--- config.mk ---
export PLATFORM = sky130hd
export DESIGN_NAME = unsigned_multiplier_arbiter
export DESIGN_NICKNAME = d
export VERILOG_FILES = /design/src/rtl/unsigned_multiplier_arbiter_pkg.sv /design/src/rtl/round_robin_arbiter.sv /design/src/rtl/unsigned_multiplier_arbiter.sv
export SDC_FILE = /design/constraint.sdc
export NUM_CORES = 1
export LEC_CHECK = 0
export BUFFER_PORTS_ARGS = -buffer_cell sky130_fd_sc_hd__buf_2
export CAP_MARGIN = 20
export CORE_MARGIN = 2
export CORE_UTILIZATION = 49
export CTS_CLUSTER_SIZE = 16
export DETAILED_ROUTE_END_ITERATION = 8
export HOLD_SLACK_MARGIN = 0.12
export PLACE_DENSITY = 0.95
export SYNTH_ARGS = -nofsm -noshare
export SYNTH_HDL_FRONTEND = slang
export SYNTH_SLANG_ARGS = --single-unit
--- constraint.sdc ---
create_clock -name Clock_In -period 8.65 [get_ports Clock_In]
set_input_delay 1.73 -clock Clock_In [delete_from_list [all_inputs] [get_ports Clock_In]]
set_output_delay 1.73 -clock Clock_In [all_outputs]
set_load 0.01 [all_outputs]
--- src/rtl/unsigned_multiplier_arbiter_pkg.sv ---
// Shared types and defaults for the multiplier arbiter/sequencer.
package unsigned_multiplier_arbiter_pkg;

    typedef enum logic [1:0] {
        StIdle = 2'd0,
        StExec = 2'd1,
        StResp = 2'd2
    } state_e;

    localparam int unsigned DefaultNumReq       = 4;
    localparam int unsigned DefaultDataWidth    = 16;
    localparam int unsigned DefaultSettleCycles = 2;
    // Wide enough for the largest settle window (15).
    localparam int unsigned SettleCntWidth      = 4;

    function automatic int unsigned id_width(input int unsigned num_req);
        return (num_req > 1) ? $clog2(num_req) : 1;
    endfunction

endpackage

--- src/rtl/round_robin_arbiter.sv ---
// One-hot round-robin grant; the search starts one past the pointer and wraps.
module round_robin_arbiter
    import unsigned_multiplier_arbiter_pkg::*;
#(
    parameter int unsigned NUM_REQ = DefaultNumReq,
    localparam int unsigned IdW    = id_width(NUM_REQ)
) (
    input  logic [NUM_REQ-1:0] req_i,
    input  logic [IdW-1:0]     ptr_i,
    input  logic               en_i,
    output logic [NUM_REQ-1:0] gnt_o,
    output logic [IdW-1:0]     idx_o
);

    int unsigned    cand;
    logic [IdW-1:0] cand_idx;
    logic           found;

    always_comb begin
        gnt_o    = '0;
        idx_o    = '0;
        found    = 1'b0;
        cand     = 0;
        cand_idx = '0;
        for (int unsigned off = 1; off <= NUM_REQ; off++) begin
            cand = 32'(ptr_i) + off;
            if (cand >= NUM_REQ) begin
                cand = cand - NUM_REQ;
            end
            cand_idx = IdW'(cand);
            if (en_i && !found && req_i[cand_idx]) begin
                found           = 1'b1;
                gnt_o[cand_idx] = 1'b1;
                idx_o           = cand_idx;
            end
        end
    end

endmodule

--- src/rtl/unsigned_multiplier_arbiter.sv ---
// Shares one combinational multiplier between NUM_REQ requesters: grant, settle, respond.
module unsigned_multiplier_arbiter
    import unsigned_multiplier_arbiter_pkg::*;
#(
    parameter int unsigned NUM_REQ       = DefaultNumReq,
    parameter int unsigned DATA_WIDTH    = DefaultDataWidth,
    parameter int unsigned SETTLE_CYCLES = DefaultSettleCycles,
    localparam int unsigned IdW          = id_width(NUM_REQ),
    localparam int unsigned ProdW        = 2 * DATA_WIDTH
) (
    input  logic                          Clock_In,
    input  logic                          Reset_n_In,
    input  logic [NUM_REQ-1:0]            Req_Valid_In,
    input  logic [NUM_REQ*DATA_WIDTH-1:0] Req_Data_A_In,
    input  logic [NUM_REQ*DATA_WIDTH-1:0] Req_Data_B_In,
    output logic [NUM_REQ-1:0]            Req_Ready_Out,
    output logic                          Resp_Valid_Out,
    input  logic                          Resp_Ready_In,
    output logic [ProdW-1:0]              Resp_Data_Out,
    output logic [IdW-1:0]                Resp_Id_Out,
    output logic                          Busy_Out,
    output logic                          Mult_Enable_Out,
    output logic [DATA_WIDTH-1:0]         Mult_Data_A_Out,
    output logic [DATA_WIDTH-1:0]         Mult_Data_B_Out,
    input  logic [ProdW-1:0]              Mult_Result_In
);

    state_e                    state_q, state_d;
    logic [IdW-1:0]            ptr_q, ptr_d;
    logic [IdW-1:0]            id_q, id_d;
    logic [SettleCntWidth-1:0] cnt_q, cnt_d;
    logic [DATA_WIDTH-1:0]     a_q, a_d;
    logic [DATA_WIDTH-1:0]     b_q, b_d;
    logic [ProdW-1:0]          prod_q, prod_d;

    logic                      arb_en;
    logic [NUM_REQ-1:0]        gnt;
    logic [IdW-1:0]            gnt_idx;
    logic                      xfer;
    logic [DATA_WIDTH-1:0]     sel_a, sel_b;

    // Reset also masks the grant so every output reads zero while reset is held.
    assign arb_en = (state_q == StIdle) && Reset_n_In;

    round_robin_arbiter #(
        .NUM_REQ (NUM_REQ)
    ) u_arb (
        .req_i (Req_Valid_In),
        .ptr_i (ptr_q),
        .en_i  (arb_en),
        .gnt_o (gnt),
        .idx_o (gnt_idx)
    );

    assign xfer  = |(gnt & Req_Valid_In);
    assign sel_a = Req_Data_A_In[32'(gnt_idx) * DATA_WIDTH +: DATA_WIDTH];
    assign sel_b = Req_Data_B_In[32'(gnt_idx) * DATA_WIDTH +: DATA_WIDTH];

    always_comb begin
        state_d = state_q;
        ptr_d   = ptr_q;
        id_d    = id_q;
        cnt_d   = cnt_q;
        a_d     = a_q;
        b_d     = b_q;
        prod_d  = prod_q;
        unique case (state_q)
            StIdle: begin
                if (xfer) begin
                    a_d     = sel_a;
                    b_d     = sel_b;
                    id_d    = gnt_idx;
                    ptr_d   = gnt_idx;
                    cnt_d   = SettleCntWidth'(SETTLE_CYCLES - 1);
                    state_d = StExec;
                end
            end
            StExec: begin
                if (cnt_q != '0) begin
                    cnt_d = cnt_q - SettleCntWidth'(1);
                end else begin
                    prod_d  = Mult_Result_In;
                    state_d = StResp;
                end
            end
            StResp: begin
                if (Resp_Ready_In) begin
                    state_d = StIdle;
                end
            end
            default: state_d = StIdle;
        endcase
    end

    always_ff @(posedge Clock_In or negedge Reset_n_In) begin
        if (!Reset_n_In) begin
            state_q <= StIdle;
            ptr_q   <= IdW'(NUM_REQ - 1);
            id_q    <= '0;
            cnt_q   <= '0;
            a_q     <= '0;
            b_q     <= '0;
            prod_q  <= '0;
        end else begin
            state_q <= state_d;
            ptr_q   <= ptr_d;
            id_q    <= id_d;
            cnt_q   <= cnt_d;
            a_q     <= a_d;
            b_q     <= b_d;
            prod_q  <= prod_d;
        end
    end

    assign Req_Ready_Out   = gnt;
    assign Resp_Valid_Out  = (state_q == StResp);
    assign Resp_Data_Out   = prod_q;
    assign Resp_Id_Out     = id_q;
    assign Busy_Out        = (state_q != StIdle);
    assign Mult_Enable_Out = (state_q == StExec);
    assign Mult_Data_A_Out = a_q;
    assign Mult_Data_B_Out = b_q;

endmodule

==> flow_summary.yaml, run 1 <==
critical_path:
  crit_required_ps: 6920
  path_cells: "buf_2 -> mux4_1 -> nor2b_1 -> nor3b_1 -> a221o_2 -> buf_2"
  crit_slowest_cell: "mux4_1"
  worst-path-buf-inv: 2
  regToRegStartpoint: "ptr_q[0]"
  r2r_slack_ps: 4370
  critPathMostFrequentCell: "buf_2"
  critPathCaptureType: "output port"
  cpLargestDelayFamily: "simple AND/OR/NAND/NOR gates"
  arrival_ps: 3750
  critPathMaxStageDelay_ps: 620
  path_class: "input port to output port"
  startpoint_type: "input port"
  worstReg2RegEnd: "Mult_Data_A_Out[0]"
  crit_fanout: 11
  reg2reg_depth: 9
pwr:
  p_comb_frac: 0.543
  seqPwrFrac: 0.325
  powerDensity_nw_per_um2: 337
  p_sw_frac: 0.367
  leakagePower_nw: 2.90
  switchingPower_uw: 725
  vdd_drop_max_mv: 0.170
  p_int_mw: 1.25
  power_frac_clock: 0.132
layout:
  diodes: 0
  synthToLayoutAreaGrowth_pct: 31.9
  nets: 707
  nFillCells: 640
  drive_above_1_share: 0.688
drt:
  first_pass_iters: 4
  drcViolationCount: 0
  wirelength_um: 11700
  drtAntennaViolNets: 0
  viasPerCell: 5.60
  vias: 3599
  route.detailed.wl_per_inst_um: 18.2
  drtIter0Drc: 124
clock_tree:
  postCtsSetupRepairBufs: 0
  htreeDepth: 3
  cts_buffer_depth: 2
  cts.root.buffer_cell: "clkbuf_8"
  cts_sinks: 74
  numCtsBuffers: 9
  ctsResizeCount: 0
  clk_pin_slew_ps: 60
  insertion_delay_ps: 340
  hold_buffers: 0
  cts_tree: "built"
floorplan:
  die_w_um: 99.2
  die_h_um: 99.2
  core_um2: 8760
  die_area_um2: 9840
  rows: 34
  ios: 240
  initial_core_util: 0.507
sta:
  post-route-period-util: 0.634
  setup_tns_ps: 0
  setup_ws_ps: 3170
  hold_viol: 0
  post-route-min-period_ps: 5480
  setup_viol: 0
  slew_violations: 0
  clock_skew_ps: 16.9
  tightest_slew_ps: 818
  rsz0062_at_grt: "false"
  fmax_mhz: 182
  slew_headroom: 0.455
placement:
  dp_hpwl_um: 9310
  dp_worst_setup_slack_ps: 3220
  gp_congestion: 0.897
  numPortBuffers: 239
yosys:
  yosys.area.top_type: "dfrtp_1"
  yosysWarnings: 0
  synth_area_per_cell_um2: 14.9
  synth_area_leaders: "dfrtp_1 (41%), mux4_2 (15%), mux2_4 (9.8%)"
  ys.flop_type: "dfrtp_1"
  syn-cell-area_um2: 4440
  synth-seq-area-share: 0.418
  ys_async_sr_fraction: 1.00
  netlist_instances: 299
  synth_top_area_frac: 0.406
  yosysMostFrequentCell: "dfrtp_1"
  synth-edff-count: 0
  synth-seq-cells: 74
  synth_cell_type_count: 49
  synthesis.nets: 475
  yosys-top-cells-count: "dfrtp_1 (72), mux2_2 (37), mux4_2 (30)"
global_route:
  grt_pass1_wl_um: 18100
  overflow: 0
  grt_max_degree: 44
  grt.total_usage: 0.232
  antenna_found_initial: 0
  grt_pass1_vias: 3693
worst_hold_path:
  hp-class: "flop to flop"
  hold_depth: 1
  whs_endpoint: "Resp_Data_Out[29]"
  hp-start: "Resp_Data_Out[29]"
run:
  cap_violations: 0
run_status:
  status: "completed"
==> layer usage <==
metal / wire (um) / GRT usage / vias up
li1: - / - / 1610
met5: 0 / 0 / -
met2: 5990 / 0.394 / 222
met3: 935 / 0.0457 / 30
met4: 256 / 0.0790 / 0
met1: 4560 / 0.299 / 1737
==> cell usage in the layout, fill, tap and decap left out, types with 4 or more instances in the layout <==
master / Yosys / routed
mux2_4: 29 / 29
mux4_1: 5 / 5
o21ai_0: 5 / 5
buf_4: 1 / 4
buf_2: 2 / 238
ha_1: 9 / 9
mux2_2: 37 / 37
nor3b_1: 4 / 4
dfrtp_1: 72 / 72
mux2i_1: 8 / 8
nand3b_1: 5 / 5
a211oi_1: 4 / 4
inv_1: 11 / 11
mux4_2: 30 / 30
a21oi_1: 8 / 8
nand2_1: 10 / 10
clkbuf_8: 0 / 9
==> flip-flops by register name (all words and copies together) (netlist names) <==
signal and flops:
Resp_Id_Out 2, Mult_Data_A_Out 16, Resp_Data_Out 32, Mult_Data_B_Out 16, cnt_q 4, ptr_q 2
state_q 2
==> logic make-up (layout without fill, tap and decap cells) <==
group,after synthesis,count (layout),synth area share
adders and majority gates,9,9,0.0254
AOI/OAI and AO/OA,38,38,0.0671
muxes,109,109,0.392
buffers and inverters,33,269,0.0471
and+or+nand+nor,36,36,0.0513
DFF,74,74,0.418
==> metrics by stage <==
| stage | power, mW | utilization | hold slack, ps | instance area, um^2 | instances |
|---|---|---|---|---|---|
| after detailed placement | 1.72 | 0.644 | 488 | 5650 | 627 |
| final | 1.97 | 0.668 | 504 | 5860 | 643 |
| after CTS | 1.99 | 0.666 | 508 | 5840 | 642 |
| after global routing | 2.10 | 0.668 | 520 | 5860 | 643 |
| after floorplan | 1.40 | - | 515 | 4440 | 299 |
| after global placement | 1.67 | 0.644 | 481 | 5650 | 627 |
==> layout make-up <==
class	count	area, um^2	area share
Timing Repair Buffer	243	1240	0.212
Multi-Input combinational cell	192	2390	0.409
Sequential cell	74	1850	0.317
Tap cell	108	135	0.0231
Clock buffer	9	124	0.0211
Clock inverter	6	68.8	0.0117
Inverter	11	41.3	0.00705
==> worst max path at each step <==
| stage | startpoint | to | slack [ps] | cells after the start |
|---|---|---|---|---|
| finish | Req_Valid_In[0] | Req_Ready_Out[2] | 3170 | 6 |
| global placement | Req_Valid_In[0] | Req_Ready_Out[3] | 3350 | 6 |
| global route | Req_Valid_In[0] | Req_Ready_Out[2] | 3110 | 6 |
| detailed placement | Req_Valid_In[0] | Req_Ready_Out[2] | 3220 | 6 |
| CTS | Req_Valid_In[0] | Req_Ready_Out[2] | 3230 | 6 |
| floorplan | Req_Valid_In[2] | Req_Ready_Out[2] | 3630 | 5 |
==> power groups by stage <==
| stage | combinational, mW | sequential [mW] | clock (mW) |
|---|---|---|---|
| after CTS | 1.08 | 0.641 | 0.269 |
| final | 1.07 | 0.642 | 0.261 |
| after global routing | 1.15 | 0.665 | 0.284 |
| after floorplan | 0.702 | 0.699 | 0 |
| after global placement | 1.03 | 0.633 | 0 |
| after detailed placement | 1.08 | 0.644 | 0 |
(Power assumes the default switching activity.)
==> run 2, diff against run 1 <==
--- a/config.mk
+++ b/config.mk
@@ -8,11 +8,11 @@
 export BUFFER_PORTS_ARGS = -buffer_cell sky130_fd_sc_hd__buf_2
 export CAP_MARGIN = 20
 export CORE_MARGIN = 2
-export CORE_UTILIZATION = 49
+export CORE_UTILIZATION = 46
 export CTS_CLUSTER_SIZE = 16
 export DETAILED_ROUTE_END_ITERATION = 8
 export HOLD_SLACK_MARGIN = 0.12
-export PLACE_DENSITY = 0.95
+export PLACE_DENSITY = 0.9
 export SYNTH_ARGS = -nofsm -noshare
 export SYNTH_HDL_FRONTEND = slang
 export SYNTH_SLANG_ARGS = --single-unit
==> constraint.sdc (replaced) <==
create_clock -name Clock_In -period 5.4 [get_ports Clock_In]
set_input_delay 1.08 -clock Clock_In [delete_from_list [all_inputs] [get_ports Clock_In]]
set_output_delay 1.08 -clock Clock_In [all_outputs]
set_load 0.01 [all_outputs]
==> flow_summary.yaml, run 2 (synthesized netlist as in run 1, its figures left out) <==
sta:
  clock_skew_ps: 14.6
  slew_headroom: 0.402
  rsz0062_at_grt: "false"
  post-route-period-util: 0.809
  fmax_mhz: 229
  tightest_slew_ps: 898
  slew_violations: 0
  setup_viol: 0
  post-route-min-period_ps: 4370
  hold_viol: 0
  setup_tns_ps: 0
  setup_ws_ps: 1030
clock_tree:
  htreeDepth: 3
  insertion_delay_ps: 330
  cts_sinks: 74
  numCtsBuffers: 9
  clk_pin_slew_ps: 70
  hold_buffers: 0
  cts_tree: "built"
  postCtsSetupRepairBufs: 0
  cts_buffer_depth: 2
  ctsResizeCount: 0
  cts.root.buffer_cell: "clkbuf_8"
global_route:
  antenna_found_initial: 1
  overflow: 0
  grt_pass1_vias: 3495
  grt_pass1_wl_um: 17700
  grt.total_usage: 0.223
  grt_max_degree: 75
critical_path:
  critPathCaptureType: "output port"
  arrival_ps: 3290
  crit_slowest_cell: "dfstp_2"
  cpLargestDelayFamily: "simple AND/OR/NAND/NOR gates"
  path_class: "flop to output port"
  critPathMaxStageDelay_ps: 740
  path_cells: "inv_1 -> ha_1 -> mux4_1 -> nor2b_1 -> nor3b_1 -> a221o_2 -> buf_2"
  crit_required_ps: 4320
  worst-path-buf-inv: 2
  crit_fanout: 16
  startpoint_type: "flop"
placement:
  gp_congestion: 0.905
  dp_hpwl_um: 9420
  numPortBuffers: 239
  dp_worst_setup_slack_ps: 1300
layout:
  nets: 708
  multiInputGateArea_um2: 2390
  diodes: 0
  final_cell_mix: "buf_2 (238), dfrtp_1 (72), mux2_2 (37), mux4_2 (30), mux2_4 (29)"
  nFillCells: 753
  seqCellArea_um2: 1850
  largest_register_ffs: 32
  synthToLayoutAreaGrowth_pct: 32.2
  final_common_cell: "buf_2"
  drive_above_1_share: 0.687
floorplan:
  die_w_um: 102
  initial_core_util: 0.478
  rows: 35
  ios: 240
  die_area_um2: 10500
  core_um2: 9280
  die_h_um: 102
worst_hold_path:
  hp-class: "flop to flop"
pwr:
  vdd_drop_max_mv: 0.245
  powerDensity_nw_per_um2: 533
  power_mw: 3.13
  leakagePower_nw: 2.89
drt:
  viasPerCell: 5.27
  route.detailed.wl_per_inst_um: 18.0
  first_pass_iters: 5
  wirelength_um: 12000
  drcViolationCount: 0
  drtAntennaViolNets: 0
  vias: 3507
  drtIter0Drc: 140
run_status:
  status: "completed"
run:
  cap_violations: 0
run 2: per-layer routing:
| layer | up-vias | global-route usage | part of all wire |
|---|---|---|---|
| met5 | - | 0 | 0.00058 |
| met4 | 2 | 0.0615 | 0.012 |
| met3 | 16 | 0.0486 | 0.074 |
| met2 | 175 | 0.395 | 0.52 |
| met1 | 1702 | 0.275 | 0.39 |
| li1 | 1612 | - | - |
run 2: worst paths after layout:
kind / from / to / slack, ps / depth (start not counted)
hold / removal: Resp_Data_Out[2] / Resp_Data_Out[2] / 500 / 1
setup / recovery: ptr_q[0] / Req_Ready_Out[3] / 1030 / 7
max in group asynchronous: Reset_n_In / Mult_Data_A_Out[3] / 3820 / 2
setup reg to reg: ptr_q[0] / Mult_Data_B_Out[14] / 1460 / 9
min in group asynchronous: Reset_n_In / Mult_Data_B_Out[10] / 990 / 2
hold reg to reg: Resp_Data_Out[2] / Resp_Data_Out[2] / 500 / 1
run 2: cell type report:
cell class,count,area share
clock inverter,6,0.00725
sequential,74,0.316
tap,129,0.0275
inverter,11,0.00703
clock buffer,10,0.0217
multi-input combinational,192,0.408
timing repair buffer,244,0.213
run 2: power breakdown:
group	total (mW)	leakage, nW	switching (mW)	internal (mW)
Sequential	1.02	0.875	0.182	0.843
Clock	0.379	0.0827	0.211	0.168
Combinational	1.73	1.93	0.776	0.949
Total	3.13	2.89	1.17	1.96
run 2: metrics by stage:
| step | instances | hold slack [ps] | util | instance area, um^2 |
|---|---|---|---|---|
| global route | 666 | 526 | 0.632 | 5870 |
| global placement | 649 | 481 | 0.612 | 5680 |
| finish | 666 | 501 | 0.632 | 5870 |
| CTS | 665 | 506 | 0.630 | 5850 |
| floorplan | 299 | 515 | - | 4440 |
| detailed placement | 649 | 489 | 0.612 | 5680 |
==> run 3, diff against run 2 <==
==> constraint.sdc (replaced) <==
create_clock -name Clock_In -period 4.2 [get_ports Clock_In]
set_input_delay 0.84 -clock Clock_In [delete_from_list [all_inputs] [get_ports Clock_In]]
set_output_delay 0.84 -clock Clock_In [all_outputs]
set_load 0.01 [all_outputs]
==> flow_summary.yaml, run 3 (synthesized netlist as in run 1, its figures left out) <==
run_status:
  status: "completed"
clock_tree:
  postCtsSetupRepairBufs: 0
  cts_sinks: 74
  insertion_delay_ps: 340
  hold_buffers: 0
  cts_tree: "built"
  htreeDepth: 3
  cts.root.buffer_cell: "clkbuf_8"
  clk_pin_slew_ps: 80
  cts_buffer_depth: 2
  numCtsBuffers: 9
global_route:
  grtUsageMet1: 0.272
  grtUsageMet2: 0.415
  grt_pass1_vias: 3798
  use_met3: 0.0575
  grt_pass1_wl_um: 18800
  grt_max_degree: 66
  overflow: 0
  busiest_layer: "met2"
  grt.total_usage: 0.236
  antenna_found_initial: 1
sta:
  slew_headroom: 0.460
  tightest_slew_ps: 790
  setup_viol: 0
  rsz0062_at_grt: "false"
  hold_ws_ps: 325
  slew_violations: 0
  hold_viol: 0
  post-route-min-period_ps: 4040
  fmax_mhz: 248
  post-route-period-util: 0.962
  clock_skew_ps: 14.1
  setup_tns_ps: 0
  setup_ws_ps: 160
drt:
  first_pass_iters: 5
  route.detailed.wl_per_inst_um: 18.6
  wirelength_um: 12400
  drcViolationCount: 0
  drtAntennaViolNets: 0
  viasPerCell: 5.43
  drtIter0Drc: 83
  vias: 3619
layout:
  drive_above_1_share: 0.691
  nets: 709
  final_cell_mix: "buf_2 (238), dfrtp_1 (72), mux2_2 (37), mux4_2 (30), mux2_4 (29)"
  final_common_cell: "buf_2"
  synthToLayoutAreaGrowth_pct: 33.6
  largest_register_ffs: 32
pwr:
  vdd_drop_max_mv: 0.337
  power_mw: 4.12
  leakagePower_nw: 2.91
  powerDensity_nw_per_um2: 694
critical_path:
  crit_fanout: 16
  crit_required_ps: 3360
  worstReg2RegEnd: "Mult_Data_A_Out[4]"
  regToRegStartpoint: "ptr_q[0]"
  reg2reg_depth: 9
  arrival_ps: 3200
  path_class: "flop to output port"
  critPathCaptureType: "output port"
  startpoint_type: "flop"
  r2r_slack_ps: 300
worst_hold_path:
  hp-class: "input port to async pin"
placement:
  dp_worst_setup_slack_ps: 304
  gp_congestion: 0.997
  dp_hpwl_um: 9930
  numPortBuffers: 239
floorplan:
  rows: 35
  core_um2: 9280
  die_h_um: 102
  die_w_um: 102
  initial_core_util: 0.478
  ios: 240
  die_area_um2: 10500
run:
  cap_violations: 0
run 3: report_power, final:
part	switching [mW]	internal [mW]	leakage, nW
combinational	1.00	1.25	1.94
clock	0.273	0.273	0.0917
sequential	0.235	1.09	0.876
run 3: metal layers:
layer	vias up	part of all wire
met5	-	0
met4	0	0.039
met3	43	0.077
met2	214	0.52
met1	1745	0.37
li1	1617	-
run 3: final cells by class:
type	instances	area, um^2
Antenna cell	1	2.50
Clock buffer	9	124
Clock inverter	6	67.6
Fill cell	735	3350
Inverter	11	41.3
Multi-Input combinational cell	192	2400
Sequential cell	74	1860
Tap cell	129	161
Timing Repair Buffer	245	1280
run 3: critical path: stages, from the launching register on:
cell,delay (ps)
dfstp_4,720
inv_1,180
ha_1,460
mux4_2,440
or3_4,440
a211oi_1,320
a211o_1,170
buf_2,130
run 3: per-stage QoR:
stage | std cells | instance area [um^2] | util
final | 667 | 5930 | 0.639
after detailed placement | 651 | 5730 | 0.617
after global routing | 666 | 5930 | 0.639
after global placement | 651 | 5730 | 0.617
after CTS | 666 | 5930 | 0.639
after floorplan | 299 | 4440 | -
run 3: worst max path at each step:
stage	start	end	slack [ps]	cells after the start
6_report	ptr_q[0]	Req_Ready_Out[0]	160	7
5_1_grt	ptr_q[0]	Req_Ready_Out[1]	20	7
4_1_cts	ptr_q[0]	Req_Ready_Out[0]	100	7
3_5_place_dp	ptr_q[0]	Mult_Data_A_Out[0]	300	9
3_3_place_gp	ptr_q[0]	Mult_Data_A_Out[0]	460	9
2_1_floorplan	ptr_q[0]	Mult_Data_A_Out[2]	760	11
run 3: what timing repair did:
action	CTS	global route
pin swaps	0	0
endpoints found under the setup margin	2	2
resized for setup	1	1
